`src/rtl/execute_stage.sv`:
```
// EX stage: operand forwarding, ALU, branch/jump redirect, EX/MEM register
// and a multi-cycle restoring divider that stalls the front of the pipe.
//
// state | meaning
// IDLE  | no divide in flight; a DivE cycle stalls and latches operands
// BUSY  | one quotient bit per cycle, DATA_WIDTH cycles, stalled
// DONE  | result ready, EX/MEM loads it; DivE ignored this cycle
module execute_stage #(
    parameter int DATA_WIDTH = 32
) (
    input  logic                  clk,
    input  logic                  rst_n,
    input  logic                  RegWriteE,
    input  logic [1:0]            ResultSrcE,
    input  logic                  MemWriteE,
    input  logic                  JumpE,
    input  logic                  BranchE,
    input  logic [3:0]            ALUControlE,
    input  logic                  ALUSrcE,
    input  logic                  JALRInstrE,
    input  logic [2:0]            AddressingControlE,
    input  logic [DATA_WIDTH-1:0] RD1E,
    input  logic [DATA_WIDTH-1:0] RD2E,
    input  logic [DATA_WIDTH-1:0] PCE,
    input  logic [DATA_WIDTH-1:0] ExtImmE,
    input  logic [DATA_WIDTH-1:0] PCPlus4E,
    input  logic [4:0]            RdE,
    input  logic                  DivE,
    input  logic [1:0]            DivOpE,
    input  logic [1:0]            ForwardAE,
    input  logic [1:0]            ForwardBE,
    input  logic [DATA_WIDTH-1:0] ResultW,
    output logic                  PCSrcE,
    output logic [DATA_WIDTH-1:0] PCTargetE,
    output logic                  StallE,
    output logic                  RegWriteM,
    output logic                  MemWriteM,
    output logic [1:0]            ResultSrcM,
    output logic [DATA_WIDTH-1:0] ALUResultM,
    output logic [DATA_WIDTH-1:0] WriteDataM,
    output logic [DATA_WIDTH-1:0] PCPlus4M,
    output logic [4:0]            RdM,
    output logic [2:0]            AddressingControlM
);
    localparam int CW = $clog2(DATA_WIDTH);
    localparam logic [CW-1:0] LAST_COUNT = CW'(DATA_WIDTH - 1);

    typedef enum logic [1:0] {S_IDLE, S_BUSY, S_DONE} div_state_t;

    div_state_t state, state_next;

    logic [DATA_WIDTH-1:0] src_a, write_data, src_b, alu_result, jalr_sum;
    logic                  taken;

    always_comb begin
        case (ForwardAE)
            2'b01:   src_a = ResultW;
            2'b10:   src_a = ALUResultM;
            default: src_a = RD1E;
        endcase
        case (ForwardBE)
            2'b01:   write_data = ResultW;
            2'b10:   write_data = ALUResultM;
            default: write_data = RD2E;
        endcase
        src_b = ALUSrcE ? ExtImmE : write_data;
    end

    always_comb begin
        case (ALUControlE)
            4'b0000: alu_result = src_a + src_b;
            4'b0001: alu_result = src_a - src_b;
            4'b0010: alu_result = src_a & src_b;
            4'b0011: alu_result = src_a | src_b;
            4'b0100: alu_result = src_a ^ src_b;
            4'b0101: alu_result = {{(DATA_WIDTH-1){1'b0}}, $signed(src_a) < $signed(src_b)};
            4'b0110: alu_result = {{(DATA_WIDTH-1){1'b0}}, src_a < src_b};
            4'b0111: alu_result = src_a << src_b[4:0];
            4'b1000: alu_result = src_a >> src_b[4:0];
            4'b1001: alu_result = $signed(src_a) >>> src_b[4:0];
            4'b1010: alu_result = src_b;
            default: alu_result = '0;
        endcase
    end

    always_comb begin
        case (AddressingControlE)
            3'b000:  taken = (src_a == write_data);
            3'b001:  taken = (src_a != write_data);
            3'b100:  taken = ($signed(src_a) < $signed(write_data));
            3'b101:  taken = ($signed(src_a) >= $signed(write_data));
            3'b110:  taken = (src_a < write_data);
            3'b111:  taken = (src_a >= write_data);
            default: taken = 1'b0;
        endcase
        jalr_sum  = src_a + ExtImmE;
        PCTargetE = JALRInstrE ? {jalr_sum[DATA_WIDTH-1:1], 1'b0} : PCE + ExtImmE;
        PCSrcE    = ~StallE & (JumpE | (BranchE & taken));
    end

    // Divider datapath: operands held as magnitudes, sign fix-up applied in DONE.
    logic [DATA_WIDTH-1:0] div_a, div_b, dvs, quo, rem, rem_low, rem_next, div_result;
    logic [CW-1:0]         count;
    logic [1:0]            div_op;
    logic                  neg_a, neg_b, rem_ge, op_signed;

    assign op_signed = ~DivOpE[0];

    // Top bit of the shifted remainder is tracked separately so the compare
    // and subtract stay DATA_WIDTH wide.
    always_comb begin
        rem_low  = {rem[DATA_WIDTH-2:0], quo[DATA_WIDTH-1]};
        rem_ge   = rem[DATA_WIDTH-1] | (rem_low >= dvs);
        rem_next = rem_ge ? rem_low - dvs : rem_low;
    end

    always_ff @(posedge clk) begin
        if (!rst_n) begin
            div_a  <= '0;
            div_b  <= '0;
            dvs    <= '0;
            quo    <= '0;
            rem    <= '0;
            count  <= '0;
            div_op <= '0;
            neg_a  <= 1'b0;
            neg_b  <= 1'b0;
        end else if (state == S_IDLE && DivE) begin
            div_a  <= src_a;
            div_b  <= write_data;
            div_op <= DivOpE;
            neg_a  <= op_signed & src_a[DATA_WIDTH-1];
            neg_b  <= op_signed & write_data[DATA_WIDTH-1];
            quo    <= (op_signed & src_a[DATA_WIDTH-1]) ? -src_a : src_a;
            dvs    <= (op_signed & write_data[DATA_WIDTH-1]) ? -write_data : write_data;
            rem    <= '0;
            count  <= '0;
        end else if (state == S_BUSY) begin
            quo   <= {quo[DATA_WIDTH-2:0], rem_ge};
            rem   <= rem_next;
            count <= count + 1'b1;
        end
    end

    always_comb begin
        if (div_b == '0)
            div_result = div_op[1] ? div_a : '1;
        else if (div_op[1])
            div_result = (~div_op[0] & neg_a) ? -rem : rem;
        else
            div_result = (~div_op[0] & (neg_a ^ neg_b)) ? -quo : quo;
    end

    always_ff @(posedge clk) begin
        if (!rst_n)
            state <= S_IDLE;
        else
            state <= state_next;
    end

    always_comb begin
        state_next = state;
        case (state)
            S_IDLE:  if (DivE) state_next = S_BUSY;
            S_BUSY:  if (count == LAST_COUNT) state_next = S_DONE;
            S_DONE:  state_next = S_IDLE;
            default: state_next = S_IDLE;
        endcase
    end

    always_comb begin
        StallE = (state == S_BUSY) | ((state == S_IDLE) & DivE);
    end

    always_ff @(posedge clk) begin
        if (!rst_n || StallE) begin
            RegWriteM          <= 1'b0;
            MemWriteM          <= 1'b0;
            ResultSrcM         <= '0;
            ALUResultM         <= '0;
            WriteDataM         <= '0;
            PCPlus4M           <= '0;
            RdM                <= '0;
            AddressingControlM <= '0;
        end else begin
            RegWriteM          <= RegWriteE;
            MemWriteM          <= MemWriteE;
            ResultSrcM         <= ResultSrcE;
            ALUResultM         <= (state == S_DONE) ? div_result : alu_result;
            WriteDataM         <= write_data;
            PCPlus4M           <= PCPlus4E;
            RdM                <= RdE;
            AddressingControlM <= AddressingControlE;
        end
    end

endmodule
```
`config.mk`:
```
export PLATFORM = sky130hd
export DESIGN_NAME = execute_stage
export DESIGN_NICKNAME = d
export VERILOG_FILES = /design/src/rtl/execute_stage.sv
export SDC_FILE = /design/constraint.sdc
export NUM_CORES = 2
export LEC_CHECK = 0
export BUFFER_PORTS_ARGS = -buffer_cell sky130_fd_sc_hd__buf_2
export CAP_MARGIN = 20
export CORE_ASPECT_RATIO = 1.25
export CORE_UTILIZATION = 60
export CTS_CLUSTER_SIZE = 28
export DETAILED_ROUTE_END_ITERATION = 10
export HOLD_SLACK_MARGIN = 0.08
export PLACE_DENSITY = 0.93
export SLEW_MARGIN = 25
export SYNTH_ARGS = -nofsm -noshare
export SYNTH_HDL_FRONTEND = slang
export SYNTH_SLANG_ARGS = --single-unit
```
`constraint.sdc`:
```
create_clock -name clk -period 7.5 [get_ports clk]
set_clock_uncertainty 0.2 [all_clocks]
set_input_delay 1.5 -clock clk [delete_from_list [all_inputs] [get_ports clk]]
set_output_delay 1.5 -clock clk [all_outputs]
set_load 0.1 [all_outputs]
```
==> reports/results.ini, run 1 <==
[global_route]
grt_overflow_total = 156
via_count_of_the_first_global_routing_pass = 37387
track_usage = 0.621
grt_start_max_net_pins = 119
grt_first_pass_wirelength_mm = 236

[clocking]
numClockSinks = 278
post_cts.repair.setup_buffers = 0
ctsHtreeMaxLevel = 1
cts_resized = 0
post_cts_hold_buffer_count = 0
buffer_cell_driving_the_clock_tree_root = clkbuf_16
cts_inserted_buffers = 30
cts_max_path_buffers = 3

[outcome]
tool_error = [ERROR GRT-0116] Global routing finished with congestion. Check the congestion regions in the DRC Viewer.
failing_step = global routing (5_1_grt)
outcome = aborted with a tool error

[logic_synthesis]
syn_area_per_cell_sq_um = 7.35
synth.lib_cells_used.distinct = 101
synth_edf_count = 0
post_synth_top_cells = 502 x nand2_1, 325 x o21ai_0, 295 x nor2_1
ys_ff_latch = 278
yosys-top-cells-area = dfxtp_1 19%, ha_1 9.9%, nand2_1 6.4%
synth_area_sq_mm = 0.0294
postSynth.asyncResetShare = 0
synth_most_common_cell = nand2_1
most_area_hungry_cell_type_in_the_yosys_netlist = dfxtp_1
synthCells = 4003
proportion_of_synthesized_chip_area_in_sequential_cells = 0.189
ys_warn_count = 0
synthesis.nets = 4461
synth.top_cell.area_share = 0.189
yosys_most_used_dff = dfxtp_1

[placement]
buffer_ports.inserted = 362
finalWeightedCongestion = 1.34
dpl_wire_length_mm = 100

[floorplanning]
num_io_pins = 363
die_x_um = 200
die_h_um = 250
rows = 90
floorplan.initialDensity = 0.609

-- cell families after synthesis --
group	after synthesis	synth area share
compound gates	1362	0.310
xor+xnor	214	0.0637
fa+ha+maj	237	0.102
buf+inv	449	0.0644
flops	278	0.189
mux	206	0.0724
simple gates	1257	0.198
-- stage by stage --
stage	cell area [sq um]	util	hold WS [ns]	worst slack (ns)	instances
after floorplan	29500	-	0.240	0.0366	4003
after global placement	32400	0.671	0.250	0.281	4876
after detailed placement	32500	0.672	0.257	0.143	4877
after CTS	33500	0.694	0.265	0.123	4930
-- layer usage --
layer,GRT overflow,GRT usage
met1,2,0.641
met2,92,0.754
met3,1,0.489
met4,61,0.571
met5,0,0.239
==> run 2: changes to the inputs <==
CORE_ASPECT_RATIO = unset   (was 1.25)
CORE_UTILIZATION = 40   (was 60)
CTS_CLUSTER_SIZE = unset   (was 28)
HOLD_SLACK_MARGIN = unset   (was 0.08)
PLACE_DENSITY = unset   (was 0.93)
PLACE_DENSITY_LB_ADDON = 0.15   (was unset)
==> run 2 against run 1 <==
The flow now finishes without violations. Synthesized cell count stayed put. Synthesized area did not move.
==> reports/results.ini, run 2 <==
[outcome]
outcome = completed

[detailed_routing]
first_iter_violations = 5027
vias = 34241
dr.pass1.iters = 6
wl_mm = 162
routedWlPerCell_um = 30.4
drc_errors = 0
antenna_left = 0
viasPerCell = 6.42

[min_path]
classification_of_the_worst_slack_hold_path = reg2reg
holdCritStartpoint = div_a[11]$_SDFFE_PN0P_

[floorplanning]
die_x_um = 273  ; +37%
rows = 99  ; +10%
die_h_um = 273  ; +9.5%
num_io_pins = 363  ; unchanged
die_area_sq_mm = 0.0747
coreArea_sq_mm = 0.0728
floorplan.initialDensity = 0.404  ; -0.205

[logic_synthesis]
synth_area_sq_mm = 0.0294  ; unchanged
postSynth.asyncResetShare = 0  ; unchanged
yosys-top-cells-area = dfxtp_1 19%, ha_1 9.9%, nand2_1 6.4%
ys_ff_latch = 278  ; unchanged
synth.top_cell.area_share = 0.189  ; unchanged
syn_area_per_cell_sq_um = 7.35  ; unchanged
synth.lib_cells_used.distinct = 101  ; unchanged
post_synth_top_cells = 502 x nand2_1, 325 x o21ai_0, 295 x nor2_1
synth_most_common_cell = nand2_1
synth_edf_count = 0  ; unchanged
synthCells = 4003  ; unchanged
proportion_of_synthesized_chip_area_in_sequential_cells = 0.189  ; unchanged
most_area_hungry_cell_type_in_the_yosys_netlist = dfxtp_1
yosys_most_used_dff = dfxtp_1
synthesis.nets = 4461  ; unchanged
ys_warn_count = 0  ; unchanged

[pwr]
seq_power_share = 0.221
share_clk_of_total_power = 0.235
switchingPower_w = 0.00360
vdd_ir_drop_max_mv = 0.217
power.combinational.fraction = 0.544
power_density_mw_per_mm2 = 215
power_leakage_nw = 15.8
internal_power_of_the_cells_w = 0.00385
power_switching_share = 0.483

[layout]
layout.cells.most_common = nand2_1
final_net_count = 4801
final_cell_mix = 501 x nand2_1, 334 x buf_2, 320 x o21ai_0
fillers = 7596
areaGrowthSynthToFinish_pct = 17.6
drive_gt1_frac = 0.174

[placement]
post-place-ws_ns = -0.0124  ; -0.156 ns
finalWeightedCongestion = 1.08  ; -19%
dpl_wire_length_mm = 128  ; +28%
buffer_ports.inserted = 362  ; unchanged

[global_route]
grtUsageMet3 = 0.123
track_usage = 0.416
gr-max-usage-layer = met1
grt_overflow_total = 0
grt_start_max_net_pins = 89
via_count_of_the_first_global_routing_pass = 30526
global_route.usage.met1 = 0.581
global_route.usage.met2 = 0.575
grt_first_pass_wirelength_mm = 227
grt_antenna_before_repair = 20

[timing]
fin_crit_ns = 7.31
slew_violations = 0
worst_hold_slack_ns = 0.260
fin_worst_setup_slack_ns = 0.186
setup_viol_count_final = 0
hold_viol = 0
timing.slew.headroom = 0.308
setup_repair_after_global_routing_missed_its_margin = no
final_critical_path_share_of_the_clock_period = 0.975
fmaxAchievable_mhz = 137
worst_slew_pin_slew_ns = 1.03

[critical_path]
setup.worst_path.start = ForwardAE[0]
worstPathArrival_ns = 5.61
critical_path.reg2reg.startpoint = ALUResultM[0]$_SDFF_PP0_
timing.reg2reg.setup_slack_ns = 2.07
criticalPathCategory = in2out
worst_setup_path_start_kind = input pin
crit_path_max_fanout = 43
worst_ep_required_time_ns = 5.80
critPathCaptureType = output port

[run]
cap_violations = 0

[clocking]
cts_inserted_buffers = 31  ; +3.3%
clkSlewWorstSetupHoldPaths_ns = 0.06
tritoncts = yes
post_cts.repair.setup_buffers = 0  ; unchanged
buffer_cell_driving_the_clock_tree_root = clkbuf_16
numClockSinks = 278  ; unchanged
cts_max_path_buffers = 3  ; unchanged
clkLatencyLatePin_ns = 0.62
ctsHtreeMaxLevel = 1  ; unchanged

-- run 2: final cells by class --
type                    count  area [sq um]  share of cell area
multi-input cells        3276         22100               0.640
clock inverters            20           299             0.00864
well taps                 959          1200              0.0347
inverters                 183           691              0.0200
repair buffers            573          3850               0.111
flip-flops and latches    278          5570               0.161
diodes                      6          15.0            0.000434
clock buffers              38           852              0.0246
-- run 2: cells by family (layout without fill, tap and decap cells) --
logic type,count (synthesis),count (layout),synth area share
AOI/OAI and AO/OA,1362,1362,0.310
xor gates and xnor gates,214,214,0.0637
adders and majority gates,237,237,0.102
buffers and inverters,449,814,0.0644
DFF,278,278,0.189
muxes,206,206,0.0724
other,0,6,0
and+or+nand+nor,1257,1257,0.198
-- run 2: path summary, 6_finish.rpt --
| check | to | cells past startpoint |
|---|---|---|
| worst min-delay path | div_a[11]$_SDFFE_PN0P_ | 2 |
| worst min register to register | div_a[11]$_SDFFE_PN0P_ | 2 |
| worst max register to register | ALUResultM[28]$_SDFF_PP0_ | 17 |
| worst max-delay path | PCSrcE | 16 |
-- run 2: critical path, stage by stage --
cell and delay, ns:
buf_2 0.15, inv_1 0.06, ha_2 0.39, buf_6 0.30
o21a_1 0.20, clkinv_1 0.41, ha_1 0.50, nand3_1 0.10
or4_1 0.45, nor2_1 0.16, a21oi_1 0.08, o221ai_1 0.17
mux2_2 0.39, a211o_1 0.29, o211a_1 0.16, buf_2 0.30
-- run 2: power by group through the flow --
stage	clock network (W)	logic, W	registers, W
after global placement	0	0.00391	0.00168
after CTS	0.00176	0.00391	0.00164
final	0.00175	0.00405	0.00165
after detailed placement	0	0.00389	0.00168
after global routing	0.00182	0.00421	0.00166
after floorplan	0	0.00224	0.00189
-- run 2: what timing repair did --
action	4_1_cts	5_1_grt
endpoints found under the setup margin	1	2
pin swaps	0	0
hold buffers	0	0
gates cloned	0	0
gates resized for setup	1	3
-- run 2: metal layers --
layer / vias to the layer above / part of all wire
li1: 15216 / -
met1: 16376 / 0.42
met2: 2240 / 0.39
met3: 391 / 0.13
met4: 18 / 0.058
met5: - / 0.00070
-- run 2: stage by stage --
step	area (sq um)	utilization	TNS, ns	total power [W]	instances
after floorplan	29500	-	0	0.00413	4003
after global placement	33400	0.459	0	0.00559	5269
after detailed placement	33400	0.459	-0.0124	0.00557	5269
after CTS	34600	0.475	0	0.00732	5327
after global routing	34600	0.475	0	0.00769	5327
final	34600	0.475	0	0.00745	5333
No activity file was read; power rests on OpenSTA's default activity.
